--- config.mk ---
export PLATFORM = sky130hd
export DESIGN_NAME = dram_refresh_arbiter_flat
export DESIGN_NICKNAME = d
export VERILOG_FILES = /design/src/rtl/dram_refresh_arbiter_if.sv /design/src/rtl/dram_refresh_arbiter.sv /design/src/flat_wrapper.sv
export SDC_FILE = /design/constraint.sdc
export NUM_CORES = 1
export LEC_CHECK = 0
export ABC_AREA = 1
export CAP_MARGIN = 20
export CORE_MARGIN = 10
export CORE_UTILIZATION = 48
export DETAILED_ROUTE_END_ITERATION = 6
export GPL_TIMING_DRIVEN = 0
export PLACE_DENSITY = 0.68
export SLEW_MARGIN = 20
export SYNTH_ARGS = -nofsm -noshare
export SYNTH_HDL_FRONTEND = slang
export SYNTH_SLANG_ARGS = --single-unit
--- constraint.sdc ---
create_clock -name CLKCPU -period 1.6 [get_ports CLKCPU]
set_input_delay 0.32 -clock CLKCPU [delete_from_list [all_inputs] [get_ports CLKCPU]]
set_output_delay 0.32 -clock CLKCPU [all_outputs]
set_load 0.02 [all_outputs]
--- src/rtl/dram_refresh_arbiter_if.sv ---
// DRAM ownership handshake and refresh status between the RAS/CAS sequencer and the refresh arbiter.
interface dram_refresh_arbiter_if #(
  parameter int unsigned DEBT_W = 3
);
  logic              CPU_REQ;
  logic              CPU_GNT;
  logic              RFSH_RAS_N;
  logic              RFSH_CAS_N;
  logic              RFSH_BUSY;
  logic [DEBT_W-1:0] RFSH_DEBT;
  logic              OVERRUN;

  modport master (
    output CPU_REQ,
    input  CPU_GNT, RFSH_RAS_N, RFSH_CAS_N, RFSH_BUSY, RFSH_DEBT, OVERRUN
  );

  modport slave (
    input  CPU_REQ,
    output CPU_GNT, RFSH_RAS_N, RFSH_CAS_N, RFSH_BUSY, RFSH_DEBT, OVERRUN
  );
endinterface

--- src/rtl/dram_refresh_arbiter.sv ---
// CBR refresh scheduler for the fast-RAM bank; hides refresh in bus-idle gaps and arbitrates
// DRAM ownership between CPU cycles and refresh.
module dram_refresh_arbiter #(
  parameter int unsigned REFRESH_INTERVAL = 220,
  parameter int unsigned MAX_DEBT         = 4,
  parameter int unsigned DEBT_W           = 3,
  parameter int unsigned RAS_CLKS         = 2,
  parameter int unsigned PRECHARGE_CLKS   = 2
) (
  input logic                   CLKCPU,
  input logic                   RESET,
  dram_refresh_arbiter_if.slave bus
);

  localparam int unsigned TMR_W   = $clog2(REFRESH_INTERVAL);
  localparam int unsigned CNT_MAX = (RAS_CLKS > PRECHARGE_CLKS) ? RAS_CLKS : PRECHARGE_CLKS;
  localparam int unsigned CNT_W   = $clog2(CNT_MAX + 1);

  typedef enum logic [2:0] {
    IDLE,
    CPU,
    CBR_CAS,
    CBR_RAS,
    CBR_PRE
  } state_t;

  state_t            state, state_nxt;
  logic [CNT_W-1:0]  cnt, cnt_nxt;
  logic [TMR_W-1:0]  timer;
  logic [DEBT_W-1:0] debt;
  logic              tick, dec, debt_full, overrun;
  logic              gnt_q, busy_q, cas_n_q, ras_n_q;
  logic              gnt_nxt, busy_nxt, cas_n_nxt, ras_n_nxt;

  assign tick      = (timer == TMR_W'(REFRESH_INTERVAL - 1));
  assign debt_full = (debt == DEBT_W'(MAX_DEBT));

  always_ff @(posedge CLKCPU or posedge RESET) begin
    if (RESET) begin
      timer <= '0;
    end else if (tick) begin
      timer <= '0;
    end else begin
      timer <= timer + 1'b1;
    end
  end

  // A tick coinciding with the CBR_PRE entry cancels out; a tick at full debt is lost and flagged.
  always_ff @(posedge CLKCPU or posedge RESET) begin
    if (RESET) begin
      debt    <= '0;
      overrun <= 1'b0;
    end else if (tick && !dec) begin
      if (debt_full) begin
        overrun <= 1'b1;
      end else begin
        debt <= debt + 1'b1;
      end
    end else if (dec && !tick) begin
      debt <= debt - 1'b1;
    end
  end

  always_ff @(posedge CLKCPU or posedge RESET) begin
    if (RESET) begin
      state   <= IDLE;
      cnt     <= '0;
      gnt_q   <= 1'b0;
      busy_q  <= 1'b0;
      cas_n_q <= 1'b1;
      ras_n_q <= 1'b1;
    end else begin
      state   <= state_nxt;
      cnt     <= cnt_nxt;
      gnt_q   <= gnt_nxt;
      busy_q  <= busy_nxt;
      cas_n_q <= cas_n_nxt;
      ras_n_q <= ras_n_nxt;
    end
  end

  // Outputs are decoded from the next state so every strobe comes straight off a flop.
  always_comb begin
    state_nxt = state;
    cnt_nxt   = cnt;
    dec       = 1'b0;
    unique case (state)
      IDLE: begin
        if (debt_full) begin
          state_nxt = CBR_CAS;
        end else if (bus.CPU_REQ) begin
          state_nxt = CPU;
        end else if (debt != '0) begin
          state_nxt = CBR_CAS;
        end
      end
      CPU: begin
        if (!bus.CPU_REQ) begin
          state_nxt = IDLE;
        end
      end
      CBR_CAS: begin
        state_nxt = CBR_RAS;
        cnt_nxt   = '0;
      end
      CBR_RAS: begin
        if (cnt == CNT_W'(RAS_CLKS - 1)) begin
          state_nxt = CBR_PRE;
          cnt_nxt   = '0;
          dec       = 1'b1;
        end else begin
          cnt_nxt = cnt + 1'b1;
        end
      end
      CBR_PRE: begin
        if (cnt == CNT_W'(PRECHARGE_CLKS - 1)) begin
          state_nxt = IDLE;
          cnt_nxt   = '0;
        end else begin
          cnt_nxt = cnt + 1'b1;
        end
      end
      default: begin
        state_nxt = IDLE;
        cnt_nxt   = '0;
      end
    endcase

    gnt_nxt   = (state_nxt == CPU);
    busy_nxt  = (state_nxt == CBR_CAS) || (state_nxt == CBR_RAS) || (state_nxt == CBR_PRE);
    cas_n_nxt = !((state_nxt == CBR_CAS) || (state_nxt == CBR_RAS));
    ras_n_nxt = (state_nxt != CBR_RAS);
  end

  assign bus.CPU_GNT    = gnt_q;
  assign bus.RFSH_BUSY  = busy_q;
  assign bus.RFSH_CAS_N = cas_n_q;
  assign bus.RFSH_RAS_N = ras_n_q;
  assign bus.RFSH_DEBT  = debt;
  assign bus.OVERRUN    = overrun;

endmodule

--- src/flat_wrapper.sv ---
// flat-port wrapper written by rule: the top's interface ports become plain ports
module dram_refresh_arbiter_flat 
#(
  parameter int unsigned REFRESH_INTERVAL = 220,
  parameter int unsigned MAX_DEBT         = 4,
  parameter int unsigned DEBT_W           = 3,
  parameter int unsigned RAS_CLKS         = 2,
  parameter int unsigned PRECHARGE_CLKS   = 2
)
  (CLKCPU, RESET, bus_CPU_REQ, bus_CPU_GNT, bus_RFSH_RAS_N, bus_RFSH_CAS_N, bus_RFSH_BUSY, bus_RFSH_DEBT, bus_OVERRUN);
  dram_refresh_arbiter_if #(.DEBT_W(DEBT_W)) bus_i ();
  input logic CLKCPU;
  input logic RESET;
  input wire logic [$bits(bus_i.CPU_REQ)-1:0] bus_CPU_REQ;
  output wire logic [$bits(bus_i.CPU_GNT)-1:0] bus_CPU_GNT;
  output wire logic [$bits(bus_i.RFSH_RAS_N)-1:0] bus_RFSH_RAS_N;
  output wire logic [$bits(bus_i.RFSH_CAS_N)-1:0] bus_RFSH_CAS_N;
  output wire logic [$bits(bus_i.RFSH_BUSY)-1:0] bus_RFSH_BUSY;
  output wire logic [$bits(bus_i.RFSH_DEBT)-1:0] bus_RFSH_DEBT;
  output wire logic [$bits(bus_i.OVERRUN)-1:0] bus_OVERRUN;
  assign bus_i.CPU_REQ = bus_CPU_REQ;
  assign bus_CPU_GNT = bus_i.CPU_GNT;
  assign bus_RFSH_RAS_N = bus_i.RFSH_RAS_N;
  assign bus_RFSH_CAS_N = bus_i.RFSH_CAS_N;
  assign bus_RFSH_BUSY = bus_i.RFSH_BUSY;
  assign bus_RFSH_DEBT = bus_i.RFSH_DEBT;
  assign bus_OVERRUN = bus_i.OVERRUN;
  dram_refresh_arbiter #(.REFRESH_INTERVAL(REFRESH_INTERVAL), .MAX_DEBT(MAX_DEBT), .DEBT_W(DEBT_W), .RAS_CLKS(RAS_CLKS), .PRECHARGE_CLKS(PRECHARGE_CLKS)) u_core (.CLKCPU(CLKCPU), .RESET(RESET), .bus(bus_i));
endmodule
Word level (Yosys, flattened, before mapping):

Index checks and enable logic that the tools add are counted.

* register bits: 21
* input bits: 3
* logic and storage cells: 55

* $add $sub $neg: 4
* equality and inequality tests: 13
* multiplexer cells: 15
* reduce and logical (&&, ||, !) cells: 14

Operators by type and width (count)
* $mux W3: 9
* $pmux W3 S5: 1
* $eq A3 B2 Y1 const B: 4
* $eq A3 B3 Y1 const B: 3
* $add A8 B1 Y8 const B: 1
* $eq A8 B8 Y1 const B: 1
* $mux W8: 1
* $eq A3 B1 Y1 const B: 2
* $pmux W2 S2: 1
* $reduce_and A2 Y1: 2
* $reduce_or A2 Y1: 2
* $add A3 B1 Y3 const B: 1
* $logic_not A1 Y1: 3
* $logic_not A3 Y1: 1
* $ne A3 B2 Y1 const B: 1
* $reduce_bool A3 Y1: 1
* $sub A3 B1 Y3 const B: 1
* $add A2 B1 Y2 const B: 1
* $eq A2 B1 Y1 const B: 1
* $logic_and A1 B1 Y1: 2
* $logic_or A1 B1 Y1: 2
* $mux W1: 2
* $mux W2: 1
* $ne A2 B2 Y1 const B: 1
* $reduce_bool A2 Y1: 1

Depth between registers and ports, before layout:

Gate-level depths: netlist (run 1).

* depth in word-level cells: 8
* gate-level depth with buffers: 15

Worst setup path before layout (run 1):

No wires, ideal clock.

* kind: register -> register
* start: register u_core.timer[0]
* end: register u_core.debt[2], in the netlist u_core.bus.RFSH_DEBT[2]
* library setup time: 0.113 ns
* data arrival time: 1.662 ns
* data required time: 1.487 ns
* setup slack: -0.175 ns
* cell stages (with the launch flop): 15
* cells stage by stage: dfrtp_1 > ha_1 > nand2_1 > inv_1 > nand2_2 > nor2_4 > buf_6 > nand2_4 > fa_1 > inv_1 > nand2_2 > nand2_1 > nand3_1 > nand2_1 > inv_1

* longest elaborated chain between the ends: 5
* elaborated cells on any way between the ends: 8
* classes of those cells: eq/ne (2); mux (1); reduce/logical (5)

Ends and longest elaborated chain
* from (decl): RTL line dram_refresh_arbiter.sv:29 `logic [TMR_W-1:0] timer;`
* from (signal assigned): RTL line dram_refresh_arbiter.sv:44 `timer <= timer + 1'b1;`
* $eq A8 B8 Y1 *: RTL line dram_refresh_arbiter.sv:35 `assign tick = (timer == TMR_W'(REFRESH_INTERVAL - 1));`
* $logic_not A1 Y1: RTL line dram_refresh_arbiter.sv:59 `end else if (dec && !tick) begin`
* $logic_and A1 B1 Y1: RTL line dram_refresh_arbiter.sv:59
* $reduce_bool A2 Y1 (no line)
* $reduce_and A2 Y1 (no line)
* to (signal assigned): RTL line dram_refresh_arbiter.sv:57 `debt <= debt + 1'b1;`
* to (signal assigned): RTL line dram_refresh_arbiter.sv:60 `debt <= debt - 1'b1;`
* to (decl): RTL line dram_refresh_arbiter.sv:30 `logic [DEBT_W-1:0] debt;`

Mark *: on every way between the ends. The rest lies on a longest branch, timed or not.
A chain may end at the register's enable or synchronous reset.

Worst setup path after layout (run 1):

Ends and elaborated chain as after synthesis.

==> results of run 1 <==
-- metal layers --
| metal | routed length (µm) | vias up |
|---|---|---|
| met5 | 0 | - |
| met1 | 792 | 352 |
| met4 | 51 | 0 |
| met3 | 75 | 6 |
| met2 | 930 | 9 |
| li1 | - | 389 |
-- layout by cell type, fill, tap and decap left out --
master and n:
inv_1 22, dfrtp_1 19, nand2_1 17, nor2_1 9
dlygate4sd2_1 7, o21ai_0 6, nand3_1 6, nor3_1 5
a21oi_1 5, buf_4 5, nand2_2 3, nand2_4 3
clkbuf_4 3, inv_2 2, o21bai_1 2, clkdlybuf4s50_1 2
dfstp_2 2, nor2_2 1, nand3b_1 1, nand3_2 1
nor2_4 1, buf_6 1, a31oi_1 1, o21a_1 1
and3_1 1, nand3_4 1, xor2_1 1, fa_2 1
ha_2 1, clkbuf_1 1, dlymetal6s2s_1 1
-- metrics by stage --
stage               instance area [µm²]  setup WS [ns]  hold slack, ns
floorplan                          1020         -0.127           0.295
CTS                                1200         -0.169           0.478
detailed placement                 1150         -0.265           0.459
global placement                   1150         -0.235           0.451
global route                       1210         -0.315           0.493
finish                             1210         -0.163           0.454
-- final cells by class --
cell class	count	area, µm²	share of cell area, %
plain buffers	1	11.3	0.927
repair buffers	15	131	10.8
well taps	27	33.8	2.78
inverters	24	90.1	7.42
clock buffers	4	26.3	2.16
flip-flops and latches	21	528	43.5
multi-input cells	67	394	32.4
-- critical path, delay by kind of cell (launching register included) --
family,cells,cell delay (ns)
flops,1,0.37
buf+inv,3,0.21
fa+ha+maj,2,0.54
simple gates,9,0.54
-- cell families (layout without fill, tap and decap cells) --
logic type	count (synthesis)	in the layout	synth area share (%)
AO/OA/AOI/OAI	15	15	8.25
adder cells (fa/ha/maj)	2	2	3.20
buffers and inverters	25	44	9.97
flip-flops	21	21	52.0
AND/OR/NAND/NOR	49	49	25.7
XOR/XNOR	1	1	0.862
-- how the worst min path moves through the flow --
stage / endpoint / start / slack [ns]
global placement: u_core.timer[0] / u_core.timer[0] / 0.45
global route: u_core.timer[0] / RESET / 0.49
CTS: u_core.timer[0] / RESET / 0.48
finish: u_core.timer[0] / RESET / 0.45
floorplan: u_core.bus.CPU_GNT / RESET / 0.30
detailed placement: u_core.timer[0] / u_core.timer[0] / 0.46
-- sequential cells by signal (all words and copies together), names as in the netlist --
| register | flops |
|---|---|
| u_core.bus.CPU_GNT | 1 |
| u_core.bus.OVERRUN | 1 |
| u_core.bus.RFSH_BUSY | 1 |
| u_core.bus.RFSH_CAS_N | 1 |
| u_core.bus.RFSH_DEBT | 3 |
| u_core.bus.RFSH_RAS_N | 1 |
| u_core.cnt | 2 |
| u_core.state | 3 |
| u_core.timer | 8 |
-- repair_timing --
item,in CTS,in global routing
gates resized for setup,8,1
pin swaps,1,2
endpoints found under the setup margin,9,4
setup buffers,4,1
endpoints found under the hold margin,0,0
-- power breakdown --
| part | internal [mW] | total, mW | switching [mW] |
|---|---|---|---|
| clock network | 0.0972 | 0.253 | 0.156 |
| registers | 0.677 | 0.776 | 0.0995 |
| logic | 0.229 | 0.647 | 0.418 |
| total | 1.00 | 1.68 | 0.674 |
==> summary.txt, run 1 <==
Worst vdd ir = 830 µV
Pre-antenna DRT Iters = 4
EDFF count, synth = 0
DP Wirelength = 1380 µm
Area Growth Syn to Fin = 19.6%
# placed instances = 150
Crit path arrival time = 1.97 ns
Met2 Use GR = 17.0%
CTS tree = done
RSZ-0062 raised after global routing = true
Core Region = 1980 µm²
Worst Tran Pin Value = 0.802 ns
Max Fclk = 567 MHz
Hold buffers post-CTS = 0
GRT Overall Usage = 10.0%
Max Cap Viol = 0
Most common cell in the netlist = inv_1
Layout cells sized above 1 = 18.9%
Final hold vios = 0
GR Overflow Total = 0
Row cnt = 16
Num CTS Buffers = 3
# setup viols final = 2
Top FF cell, synth = dfrtp_1
Largest net degree at the start of global routing = 22
Tot Pwr = 1.68 mW
Slowest cell on the critical path = dfrtp_1
Initial antenna violation count = 0
Clock transition at path regs = 0.11 ns
Met1 Usage GRT = 10.4%
R2R depth = 14
Setup TNS = -0.211 ns
CP startpoint kind = flop
I/O Buffers = 10
Worst-Skew Late Latency = 0.30 ns
Wire per inst = 11.6 µm
Antenna-violating nets left = 0
Critical Path Fanout Max = 3
N_diodes = 0
Slew HR = 46.5%
Yosys synthesis warning count = 0
Area leader, netlist = dfrtp_1
Post-synthesis sequential area ratio = 52.0%
Final setup margin = -0.163 ns
Crit path cell chain = ha_2, nand2_1, inv_1, nand2_2, nor2_4, buf_6, nand2_4, fa_2, nand3_1, nand2_2, nand2_1, nand2_1, nand2_1, inv_1
Synth Register Bits = 21
Number of global-route vias before repair = 823
Kind of end point of the critical path = flop
Netlist Area Pre-Place = 1020 µm²
RR Startpoint = u_core.timer[0]
M3 GR Usage = 3.39%
Synth cell count leaders = inv_1, dfrtp_1, nand2_1, nor2_1
R2R Setup Slk = -0.16 ns
Clock sink count = 21
R2r endpoint = u_core.bus.RFSH_DEBT[2]
Synth top area cells = dfrtp_1, inv_1, nand2_1
Final core utilization = 61.3%
Lkg Pwr = 0.663 nW
WS Path Type = flop to flop
CP max stage delay = 0.37 ns
Syn avg cell area = 8.99 µm²
Drt total wl = 1850 µm
GRT busiest layer = met2
Final Cycle Share = 110%
Crit path launch = u_core.timer[0]
DIE WIDTH = 66.0 µm
First-pass GRT wire length = 3440 µm
Non-Filler Instances = 159
Vias per cell = 4.75
Min Tclk post-route = 1.76 ns
DRC viols = 0
Nets = 138
Status = complete, but fails checks
Pins Over Slew Limit = 0
Maximum clock path buffer count = 2
Initial Util = 51.3%
Post-synthesis async set-or-reset flop share = 100%
Post-synth cell types = 25
Synth top area share = 46.8%
CP endpoint = u_core.bus.RFSH_DEBT[2]
Final RePlAce weighted congestion = 0.801
Critical Path RT = 1.81 ns
Die ar. = 4360 µm²
CP dominant cell by count = nand2_1
Post-Synthesis Cells = 113
Syn_nets = 118
Via count = 756
I/O pin count = 11
H-tree Lvls = 1
FILL cells = 186
Die Span Y = 66.0 µm
Hold Crit Class = input port to asynchronous set/reset pin
Worst Clk Skew = 0.00443 ns
DRT iter0 DRCs = 34
Root buf cell = clkbuf_4
Failing checks = negative setup slack
PwrDens = 1380 nW/µm²
Note: power is estimated with default switching activity, not from simulation.
==> inputs of run 2 (changes only) <==
--- a/config.mk
+++ b/config.mk
@@ -8,10 +8,11 @@
 export ABC_AREA = 1
 export CAP_MARGIN = 20
 export CORE_MARGIN = 10
-export CORE_UTILIZATION = 48
+export CORE_UTILIZATION = 51
+export CTS_BUF_LIST = sky130_fd_sc_hd__clkbuf_8
 export DETAILED_ROUTE_END_ITERATION = 6
 export GPL_TIMING_DRIVEN = 0
-export PLACE_DENSITY = 0.68
+export PLACE_DENSITY = 0.72
 export SLEW_MARGIN = 20
 export SYNTH_ARGS = -nofsm -noshare
 export SYNTH_HDL_FRONTEND = slang
==> run 2 against run 1 <==
Compared with the run above:
- first-iteration DRC count down 76%
- clock skew down 0.0017 ns
- critical path depth unchanged
- largest power group unchanged
- via count down 2.4%
- routed wire length down 3.5%
- total power up 5.4%
- the flow still finishes with violations (negative setup slack)
- register-to-register slack better by 0.03 ns
- worst hold slack better by 0.027 ns
- utilization up 3.7 points
- largest cell class unchanged
==> summary.txt, run 2 (same netlist as run 1, synthesis figures left out) <==
Highest-count cells in the layout ignoring fill and taps = inv_1, dfrtp_1, nand2_1 (unchanged)
Crit path launch = u_core.timer[1] (was u_core.timer[0])
CP startpoint kind = flop (unchanged)
WS Path Type = flop to flop (unchanged)
CP max stage delay = 0.37 ns (about the same)
I/O Buffers = 10 (unchanged)
Final core utilization = 65.0% (was 61.3%)
Status = complete, but fails checks (unchanged)
Num CTS Buffers = 3 (unchanged)
Min Tclk post-route = 1.73 ns (was 1.76 ns)
Max Fclk = 577 MHz (was 567 MHz)
I/O pin count = 11 (unchanged)
Worst Clk Skew = 0.00278 ns (was 0.00443 ns)
Kind of end point of the critical path = flop (unchanged)
Critical Path Fanout Max = 2 (was 3)
DP Wirelength = 1320 µm (was 1380 µm)
Die Span Y = 64.6 µm (was 66.0 µm)
Initial Util = 52.9% (was 51.3%)
Largest net degree at the start of global routing = 22 (unchanged)
Failing checks = negative setup slack (unchanged)
Antenna-violating nets left = 0 (unchanged)
Final hold vios = 0 (unchanged)
Final RePlAce weighted congestion = 0.867 (was 0.801)
Number of global-route vias before repair = 743 (was 823)
Critical Path RT = 1.76 ns (was 1.81 ns)
Vias per cell = 4.58 (was 4.75)
Clock sink count = 21 (unchanged)
Register area = 528 µm² (unchanged)
R2r endpoint = u_core.bus.RFSH_DEBT[2] (unchanged)
Area Growth Syn to Fin = 23.0% (was 19.6%)
Max Cap Viol = 0 (unchanged)
Drt total wl = 1780 µm (was 1850 µm)
Initial antenna violation count = 0 (unchanged)
Wire per inst = 11.1 µm (was 11.6 µm)
Lkg Pwr = 0.661 nW (was 0.663 nW)
Crit path arrival time = 1.89 ns (was 1.97 ns)
R2R depth = 14 (unchanged)
Top reg by flops = u_core.timer (unchanged)
RSZ-0062 raised after global routing = true (unchanged)
Row cnt = 16 (unchanged)
R2R Setup Slk = -0.13 ns (was -0.16 ns)
Core Region = 1920 µm² (was 1980 µm²)
Slowest cell on the critical path = dfrtp_1 (unchanged)
Worst vdd ir = 999 µV (was 830 µV)
CTS tree = done (unchanged)
Final setup margin = -0.133 ns (was -0.163 ns)
Hold Crit Start = u_core.bus.OVERRUN
PwrDens = 1410 nW/µm² (was 1380 nW/µm²)
Setup TNS = -0.160 ns (was -0.211 ns)
Multi-input gate area = 392 µm² (was 394 µm²)
Layout cells sized above 1 = 20.1% (was 18.9%)
Fin Hold WS = 0.481 ns (was 0.454 ns)
Maximum clock path buffer count = 2 (unchanged)
H-tree Lvls = 1 (unchanged)
Clock transition at path regs = 0.08 ns (was 0.11 ns)
Most common cell after layout, fill and taps aside = inv_1 (unchanged)
Tot Pwr = 1.77 mW (was 1.68 mW)
Worst-Skew Late Latency = 0.25 ns (was 0.30 ns)
Flip-flop count of the largest register, all copies and words added = 8 (unchanged)
Hold Crit Class = flop to flop (was input port to asynchronous set/reset pin)
Hold path cells = 1
WHS Endpoint = u_core.bus.OVERRUN
Nets = 140 (was 138)
Final Instance Area = 1250 µm² (was 1210 µm²)
Pins Over Slew Limit = 0 (unchanged)
# setup viols final = 2 (unchanged)
GRT Overall Usage = 9.25% (was 10.0%)
Pre-antenna DRT Iters = 4 (unchanged)
RR Startpoint = u_core.timer[1] (was u_core.timer[0])
Worst Tran Pin Value = 0.787 ns (was 0.802 ns)
Slew HR = 47.5% (was 46.5%)
Crit path cell chain = ha_2, nand2_1, inv_1, nand2_2, nor2_4, buf_6, nand2_4, fa_2, nand3_1, nand2_1, nand2_1, nand2_1, nand2_1, inv_1 (was ha_2, nand2_1, inv_1, nand2_2, nor2_4, buf_6, nand2_4, fa_2, nand3_1, nand2_2, nand2_1, nand2_1, nand2_1, inv_1)
Root buf cell = clkbuf_8 (was clkbuf_4)
N_diodes = 0 (unchanged)
Via count = 738 (was 756)
First-pass GRT wire length = 3160 µm (was 3440 µm)
Total placed instance area = 1150 µm² (unchanged)
Die ar. = 4180 µm² (was 4360 µm²)
Final Cycle Share = 108% (was 110%)
DRT iter0 DRCs = 8 (was 34)
FILL cells = 173 (was 186)
DRC viols = 0 (unchanged)
CP dominant cell by count = nand2_1 (unchanged)
DIE WIDTH = 64.6 µm (was 66.0 µm)
GR Overflow Total = 0 (unchanged)
-- run 2: how the worst max path moves through the flow --
stage / endpoint / slack [ns] / depth (start not counted)
2_1_floorplan: u_core.bus.RFSH_DEBT[2] / -0.13 / 14
3_3_place_gp: u_core.bus.RFSH_DEBT[2] / -0.22 / 14
3_5_place_dp: u_core.bus.RFSH_DEBT[2] / -0.23 / 14
4_1_cts: u_core.bus.RFSH_DEBT[2] / -0.12 / 14
5_1_grt: u_core.bus.RFSH_DEBT[2] / -0.26 / 14
6_report: u_core.bus.RFSH_DEBT[2] / -0.13 / 14
-- run 2: metrics by stage --
| stage | std cells | worst slack, ns |
|---|---|---|
| global placement | 150 | -0.217 |
| detailed placement | 150 | -0.228 |
| finish | 161 | -0.133 |
| global route | 161 | -0.257 |
| CTS | 160 | -0.119 |
| floorplan | 113 | -0.127 |
-- run 2: final cells by class --
type | instances | area share [%]
Buffer | 1 | 0.901
Clock buffer | 3 | 3.30
Clock inverter | 1 | 0.601
Inverter | 24 | 7.21
Multi-Input combinational cell | 67 | 31.3
Sequential cell | 21 | 42.2
Tap cell | 27 | 2.70
Timing Repair Buffer | 17 | 11.7
-- run 2: what timing repair did --
item                       4_1_cts  5_1_grt
setup endpoints to repair        7        2
setup buffers                    6        1
pin swaps                        1        0
gates resized for setup          5        0
hold buffers                     0        0
-- run 2: critical path: cells and delay by family, from the launching register on --
| family | cells | cell delay, ns |
|---|---|---|
| AND/OR/NAND/NOR | 9 | 0.53 |
| adder cells (fa/ha/maj) | 2 | 0.52 |
| flip-flops | 1 | 0.37 |
| buffers and inverters | 3 | 0.20 |
-- run 2: where the power goes --
group | leakage, nW | switching, mW | internal, mW
combinational | 0.385 | 0.409 | 0.239
sequential | 0.255 | 0.0961 | 0.677
clock | 0.0217 | 0.171 | 0.175
total | 0.661 | 0.676 | 1.09
-- run 2: routing by layer --
| layer | track usage [%] | up-vias | wire length, µm |
|---|---|---|---|
| li1 | - | 392 | - |
| met1 | 11.6 | 335 | 867 |
| met2 | 14.4 | 9 | 821 |
| met3 | 2.92 | 2 | 77 |
| met4 | 3.74 | 0 | 16 |
| met5 | 0 | - | 0 |
==> inputs of run 3 (changes only) <==
--- a/config.mk
+++ b/config.mk
@@ -12,7 +12,7 @@
 export CTS_BUF_LIST = sky130_fd_sc_hd__clkbuf_8
 export DETAILED_ROUTE_END_ITERATION = 6
 export GPL_TIMING_DRIVEN = 0
-export PLACE_DENSITY = 0.72
+export PLACE_DENSITY = 0.82
 export SLEW_MARGIN = 20
 export SYNTH_ARGS = -nofsm -noshare
 export SYNTH_HDL_FRONTEND = slang
==> run 3 against run 2 <==
Compared with the run above:
- the run still ends with negative setup slack left
- clock-buffer cell count unchanged
- worst hold slack worse by 0.0021 ns
- via count up 4.5%
- final area down 1.2%
- worst setup slack worse by 0.059 ns
- largest power group unchanged
- flip-flop and latch count unchanged
- sequential power up 0.5%
- highest routed layer unchanged
==> summary.txt, run 3 (same netlist as run 1, synthesis figures left out) <==
Status = complete, but fails checks (unchanged)
Failing checks = negative setup slack (unchanged)
Dpl ws = -0.275 ns (was -0.228 ns)
Final setup margin = -0.191 ns (was -0.133 ns)
Non-Filler Instances = 158 (was 161)
Kind of end point of the critical path = flop (unchanged)
RSZ-0062 raised after global routing = true (unchanged)
Core Region = 1920 µm² (unchanged)
CTS tree = done (unchanged)
Hold Crit Start = u_core.bus.OVERRUN (unchanged)
Setup TNS = -0.229 ns (was -0.160 ns)
Crit path arrival time = 1.95 ns (was 1.89 ns)
GR Overflow Total = 0 (unchanged)
Highest-count cells in the layout ignoring fill and taps = inv_1, dfrtp_1, nand2_1 (unchanged)
Nets = 137 (was 140)
Crit path launch = u_core.timer[0] (was u_core.timer[1])
Wire per inst = 11.8 µm (was 11.1 µm)
Pre-antenna DRT Iters = 4 (unchanged)
Total placed instance area = 1150 µm² (unchanged)
Clock sink count = 21 (unchanged)
Worst-Skew Late Latency = 0.26 ns (was 0.25 ns)
Worst vdd ir = 957 µV (was 999 µV)
Max Cap Viol = 0 (unchanged)
Final hold vios = 0 (unchanged)
Final Instance Area = 1230 µm² (was 1250 µm²)
CP max stage delay = 0.39 ns (was 0.37 ns)
PwrDens = 1440 nW/µm² (was 1410 nW/µm²)
Slew HR = 48.3% (was 47.5%)
Largest net degree at the start of global routing = 22 (unchanged)
Maximum clock path buffer count = 2 (unchanged)
Pins Over Slew Limit = 0 (unchanged)
I/O pin count = 11 (unchanged)
DRT iter0 DRCs = 18 (was 8)
Register area = 528 µm² (unchanged)
RR Startpoint = u_core.timer[0] (was u_core.timer[1])
Flip-flop count of the largest register, all copies and words added = 8 (unchanged)
Vias per cell = 4.88 (was 4.58)
Initial Util = 52.9% (unchanged)
Via count = 771 (was 738)
Die Span Y = 64.6 µm (unchanged)
Number of global-route vias before repair = 802 (was 743)
Top reg by flops = u_core.timer (unchanged)
Critical Path RT = 1.76 ns (about the same)
FILL cells = 151 (was 173)
Final core utilization = 64.3% (was 65.0%)
Clock transition at path regs = 0.07 ns (was 0.08 ns)
Crit path cell chain = ha_2, nand2_1, inv_1, nand2_2, nor2_4, nand2_4, fa_2, nand3_2, nand2_2, nand2_1, nand2_1, nand2_1, inv_1 (was ha_2, nand2_1, inv_1, nand2_2, nor2_4, buf_6, nand2_4, fa_2, nand3_1, nand2_1, nand2_1, nand2_1, nand2_1, inv_1)
Area Growth Syn to Fin = 21.6% (was 23.0%)
Critical Path Fanout Max = 3 (was 2)
# placed instances = 150 (unchanged)
Die ar. = 4180 µm² (unchanged)
I/O Buffers = 10 (unchanged)
Hold buffers post-CTS = 0 (unchanged)
First-pass GRT wire length = 3320 µm (was 3160 µm)
Lkg Pwr = 0.651 nW (was 0.661 nW)
DP Wirelength = 1370 µm (was 1320 µm)
Final RePlAce weighted congestion = 0.817 (was 0.867)
Slowest cell on the critical path = fa_2 (was dfrtp_1)
Layout cells sized above 1 = 19.1% (was 20.1%)
Root buf cell = clkbuf_8 (unchanged)
GRT Overall Usage = 9.86% (was 9.25%)
Min Tclk post-route = 1.79 ns (was 1.73 ns)
N_diodes = 0 (unchanged)
Most common cell after layout, fill and taps aside = inv_1 (unchanged)
Row cnt = 16 (unchanged)
Initial antenna violation count = 0 (unchanged)
CP dominant cell by count = nand2_1 (unchanged)
Number of buffers and inverters on the critical path = 2 (was 3)
Worst Tran Pin Value = 0.775 ns (was 0.787 ns)
Antenna-violating nets left = 0 (unchanged)
Num CTS Buffers = 3 (unchanged)
H-tree Lvls = 1 (unchanged)
WS Path Type = flop to flop (unchanged)
Drt total wl = 1870 µm (was 1780 µm)
Crit-path leading delay family = simple AND/OR/NAND/NOR gates (unchanged)
DIE WIDTH = 64.6 µm (unchanged)
Max Fclk = 558 MHz (was 577 MHz)
Worst Clk Skew = 0.00603 ns (was 0.00278 ns)
Multi-input gate area = 399 µm² (was 392 µm²)
# setup viols final = 2 (unchanged)
Final Cycle Share = 112% (was 108%)
DRC viols = 0 (unchanged)
Hold Crit Class = flop to flop (unchanged)
CP startpoint kind = flop (unchanged)
-- run 3: cell types whose count changed in the layout (fill, tap and decap cells not counted), sizes merged --
cell / previous run / this run
clkinvlp: 1 / 0
inv: 24 / 25
buf: 8 / 5
-- run 3: final timing paths --
| kind | slack [ns] | depth (start not counted) | endpoint |
|---|---|---|---|
| worst min register to register | 0.48 | 1 | u_core.bus.OVERRUN |
| worst min-delay path | 0.48 | 1 | u_core.bus.OVERRUN |
| min in group asynchronous | 0.50 | 2 | u_core.timer[5] |
| max in group asynchronous | 0.61 | 2 | u_core.state[0] |
| worst max register to register | -0.19 | 13 | u_core.bus.RFSH_DEBT[2] |
| worst max-delay path | -0.19 | 13 | u_core.bus.RFSH_DEBT[2] |
-- run 3: layout make-up --
type | instances | share of cell area, %
tap | 27 | 2.74
timing repair buffer | 15 | 11.2
clock buffer | 3 | 3.34
clock inverter | 1 | 0.304
multi-input combinational | 67 | 32.3
inverter | 24 | 7.29
sequential | 21 | 42.8
-- run 3: metal layers --
metal,part of all wire [%],up-vias,track usage [%]
met5,0,-,0
met4,1.9,0,5.35
met3,5.4,5,4.12
met2,51,17,16.3
met1,41,363,10.5
li1,-,386,-
-- run 3: metrics by stage --
| step | hold WS [ns] | power [mW] |
|---|---|---|
| 2_1_floorplan | 0.295 | 1.22 |
| 3_3_place_gp | 0.447 | 1.46 |
| 3_5_place_dp | 0.461 | 1.49 |
| 4_1_cts | 0.489 | 1.79 |
| 5_1_grt | 0.526 | 1.90 |
| 6_report | 0.479 | 1.78 |
-- run 3: power by group --
part | internal, mW | switching, mW
clock | 0.171 | 0.160
sequential | 0.678 | 0.0984
combinational | 0.245 | 0.424
-- run 3: what timing repair did --
item	in CTS	in global routing
buffers inserted	4	1
pin swaps	0	9
setup endpoints to repair	7	2
gates resized for setup	6	3
-- run 3: worst reg2reg max path, stage by stage (launching register included) --
cell and delay, ns:
dfrtp_1 0.38, ha_2 0.19, nand2_1 0.05, inv_1 0.07, nand2_2 0.06, nor2_4 0.15
nand2_4 0.07, fa_2 0.39, nand3_2 0.08, nand2_2 0.05, nand2_1 0.06, nand2_1 0.05
nand2_1 0.06, inv_1 0.04
